**src/rtl/pipechain.sv**
```systemverilog
// Elastic valid/ready register chain with per-stage valid bits, bubble collapse and synchronous flush.
// Optional PIPECHAIN_COUNT_EN adds a registered occupancy count on COUNT.
module pipechain #(
    parameter int NUM_STG = 8,
    parameter int WIDTH   = 32,
    parameter int CW      = $clog2(NUM_STG + 1)
) (
    input  logic             CLK,
    input  logic             RST,
    input  logic             FLUSH,
    input  logic             IN_VLD,
    output logic             IN_RDY,
    input  logic [WIDTH-1:0] IN,
    output logic             OUT_VLD,
    input  logic             OUT_RDY,
    output logic [WIDTH-1:0] OUT
`ifdef PIPECHAIN_COUNT_EN
    ,
    output logic [CW-1:0]    COUNT
`endif
);

    if (NUM_STG < 1 || CW != $clog2(NUM_STG + 1)) begin : g_bad_cfg
        $error("pipechain: NUM_STG must be >= 1 and CW must not be overridden");
    end

    logic [NUM_STG-1:0] vld;
    logic [WIDTH-1:0]   dat [NUM_STG];
    logic [NUM_STG:0]   adv;

    // A stage may load when it is empty or its own word moves on.
    always_comb begin
        logic run;
        // NOTE: combinational blocks use blocking '=' and assign every output first, so no latch is inferred.
        adv[NUM_STG] = OUT_RDY;
        run          = OUT_RDY;
        for (int k = NUM_STG - 1; k >= 0; k--) begin
            run    = !vld[k] | run;
            adv[k] = run;
        end
    end

    assign IN_RDY  = adv[0] & !FLUSH;
    assign OUT_VLD = vld[NUM_STG-1];
    assign OUT     = dat[NUM_STG-1];

    // NOTE: sequential state uses non-blocking '<=' so every stage samples pre-edge values of its neighbour.
    always_ff @(posedge CLK) begin
        if (RST || FLUSH) begin
            vld <= '0;
        end else begin
            if (adv[0]) vld[0] <= IN_VLD & IN_RDY;
            for (int k = 1; k < NUM_STG; k++) begin
                if (adv[k]) vld[k] <= vld[k-1];
            end
        end
    end

    // NOTE: data registers carry no reset; vld alone qualifies them, which keeps them retimable.
    always_ff @(posedge CLK) begin
        if (!RST) begin
            if (adv[0]) dat[0] <= IN;
            for (int k = 1; k < NUM_STG; k++) begin
                if (adv[k]) dat[k] <= dat[k-1];
            end
        end
    end

`ifdef PIPECHAIN_COUNT_EN
    logic in_fire, out_fire;

    assign in_fire  = IN_VLD & IN_RDY;
    assign out_fire = OUT_VLD & OUT_RDY;

    // A departure during flush is dropped by the clear, so the count never wraps below zero.
    always_ff @(posedge CLK) begin
        if (RST || FLUSH) COUNT <= '0;
        else              COUNT <= COUNT + CW'(in_fire) - CW'(out_fire);
    end
`endif

endmodule

```
**config.mk**
```make
export PLATFORM = sky130hd
export DESIGN_NAME = pipechain
export DESIGN_NICKNAME = d
export VERILOG_FILES = /design/src/rtl/pipechain.sv
export SDC_FILE = /design/constraint.sdc
export NUM_CORES = 1
export LEC_CHECK = 0
export BUFFER_PORTS_ARGS = -buffer_cell sky130_fd_sc_hd__buf_4
export CAP_MARGIN = 20
export CORE_MARGIN = 2
export CORE_UTILIZATION = 35
export CTS_CLUSTER_DIAMETER = 40
export DETAILED_ROUTE_END_ITERATION = 8
export PLACE_DENSITY = 0.62
export SYNTH_ARGS = -nofsm -noshare
export SYNTH_HDL_FRONTEND = slang
export SYNTH_SLANG_ARGS = --single-unit
export TNS_END_PERCENT = 30
```
**constraint.sdc**
```tcl
create_clock -name CLK -period 4.2 [get_ports CLK]
set_input_delay 0.84 -clock CLK [delete_from_list [all_inputs] [get_ports CLK]]
set_output_delay 0.84 -clock CLK [all_outputs]
set_load 0.02 [all_outputs]
```
==> out/results.ini <==
[global_routing]
grt_first_pass_wirelength_mm=14.66
grt_max_degree=33
grt_pass1_vias=2914
overflow=0
grt_usage=0.07458
antenna_found_initial=0

[routing]
via_per_inst=3.816
drc=0
vias=2805
avgRoutedWirePerCell_um=12.13
ant_nets=0
totalWireLength_mm=8.918
drtIter0Drc=130
drtPass1Iterations=4

[clocking]
cts.sinks=264
cts.path.max_buffers=3
clkTransAtPathRegs_ns=0.06
cts_tree=yes
cts-buffers-inserted=28
hold_buffers=0
cts_resized=0
clock_latency_ns=0.52
cts-root-buf=clkbuf_16
cts_setup_buffers=0
h-tree-depth=1

[floorplanning]
rows=56
die_h_um=157.8
dieArea_um2=24890
die_x_um=157.8
core_region_area_um2=23330
pin_count=71
initial_core_util=0.3547

[setup_path]
path_cells=buf_4 > and4b_4 > and4_1 > a31oi_1 > buf_4
crit_path_frequent_cell=buf_4
cp_slowest_cell=and4_1
reg2reg_depth=3
r2r_slack_ns=2.05
max_stage_delay_ns=0.45
reg2reg_to=dat[0][15]
worstPathRequired_ns=3.36
path_buf_inv=2
r2r-start=vld[7]
worstPathArrival_ns=2.06
setup.worst_path.start_class=primary input
crit_type=primary input to primary output
critPathCaptureType=primary output
crit_fanout=7
crit_family=simple AND/OR/NAND/NOR gates

[timing]
worst_pin_slew_ns=1.000
period_needed_ns=2.902
period_share=0.6910
slew_viol_final=0
finalHoldViolations=0
relSlewSlack=0.3330
fmax_ghz=0.3445
setup_tns_ns=0
fin_worst_skew_ns=0.007691
setup_ws_ns=1.298
rsz0062_at_grt=false
setup_viol=0
whs_ns=0.4124

[power_and_ir_drop]
p_clk_frac=0.421
leakage_nw=3.448
internal_power_w=0.004566
power.density_nw_per_um2=562.3
combPwrFrac=0.023
p_sw_w=0.001027
swShare=0.1837
ir_drop_mv=0.3124
p_seq_frac=0.556

[place]
numPortBuffers=70
place_congestion=0.6327
dpl_cell_area_um2=9030
place_inst=685
pre_cts_ws_ns=1.303
dp_hpwl_mm=5.647

[final_layout]
area_growth_pct=20.18
antenna_cells=0
instances_no_fill=735
post-route-cell-area_um2=9947
drive_gt1_frac=0.3077
fin_nets=433

[logic_synthesis]
yosysWarnings=0
synth_ff_type=edfxtp_1
synth_seq_cells=264
synth-seq-area-share=0.9481
synthArstFlopShare=0
synth_edf_count=256
ys_types=17
synth_fp_nets=362
syn_inst=325
netlist_area_um2=8277
synth_area_per_cell_um2=25.47

[min_path]
min_from=dat[0][49]
worstHoldPathType=flop to flop
min_path_cells=0
hold_path_end=dat[0][81]

[flow_run]
maxCapViolations=0

[run_status]
status=finished, final reports clean

==> final cells by class <==
cell class	count	area [µm²]
clock buffer	33	740.7
timing repair buffer	75	563.0
multi-input combinational	27	220.2
clock inverter	17	176.4
sequential	264	7848
fill	1973	13390
tap	319	399.1
==> logic make-up after synthesis <==
kind of cell	count (synthesis)	share of synthesized area
flops	264	0.9481
simple gates	15	0.01043
compound gates	12	0.01013
buf+inv	34	0.03129
==> layout by cell type, fill, tap and decap left out <==
cell / n
o21a_1: 5
and4_1: 1
and2_1: 1
and2b_2: 1
clkinv_1: 4
and3_1: 1
and2_2: 1
buf_4: 75
clkinv_4: 3
clkbuf_16: 29
a31oi_4: 1
nand2_1: 1
and4b_4: 1
inv_6: 2
dfxtp_1: 8
a22o_1: 2
nor2_1: 2
clkbuf_1: 4
edfxtp_1: 256
nor3_1: 1
a21oi_4: 2
nor2_2: 5
clkinvlp_4: 1
bufinv_16: 3
a31oi_1: 2
clkinv_2: 4
==> stage by stage <==
stage | utilization | power (W)
floorplan | - | 0.003234
global placement | 0.3870 | 0.003290
detailed placement | 0.3870 | 0.003300
CTS | 0.4263 | 0.005671
global route | 0.4263 | 0.005791
finish | 0.4263 | 0.005593
==> cells in the mapped netlist, types with 2 or more instances <==
cell      instances  area [µm²]
buf_4            33       247.7
o21a_1            5       37.54
nor2_1            7       26.28
a22o_1            2       17.52
a31oi_1           3       18.77
dfxtp_1           8       160.2
a21oi_1           2       10.01
edfxtp_1        256        7687
==> routing by layer <==
layer	up-vias	track usage	part of all wire
met5	-	0	0
met4	0	0.03723	0.029
met3	20	0.02272	0.070
met2	76	0.1176	0.46
met1	1316	0.09372	0.44
li1	1393	-	-
==> state kept, by name (all words and copies together) (netlist names) <==
signal and cells:
dat 256, vld 8
==> power by group through the flow <==
stage	clock [W]	sequential [W]	combinational (W)
4_1_cts	0.00242	0.00312	0.000132
3_3_place_gp	0	0.00316	0.000128
6_report	0.00235	0.00311	0.000128
5_1_grt	0.00252	0.00313	0.000141
3_5_place_dp	0	0.00317	0.000132
2_1_floorplan	0	0.00315	0.0000833
==> worst max path at each step <==
stage                     startpoint        end  cells past startpoint
after floorplan              OUT_RDY  dat[0][0]                      4
after global placement       OUT_RDY     IN_RDY                      5
after detailed placement     OUT_RDY     IN_RDY                      5
after CTS                    OUT_RDY     IN_RDY                      5
after global routing         OUT_RDY     IN_RDY                      5
final                        OUT_RDY     IN_RDY                      5
Note: power is estimated with default switching activity, not from simulation.
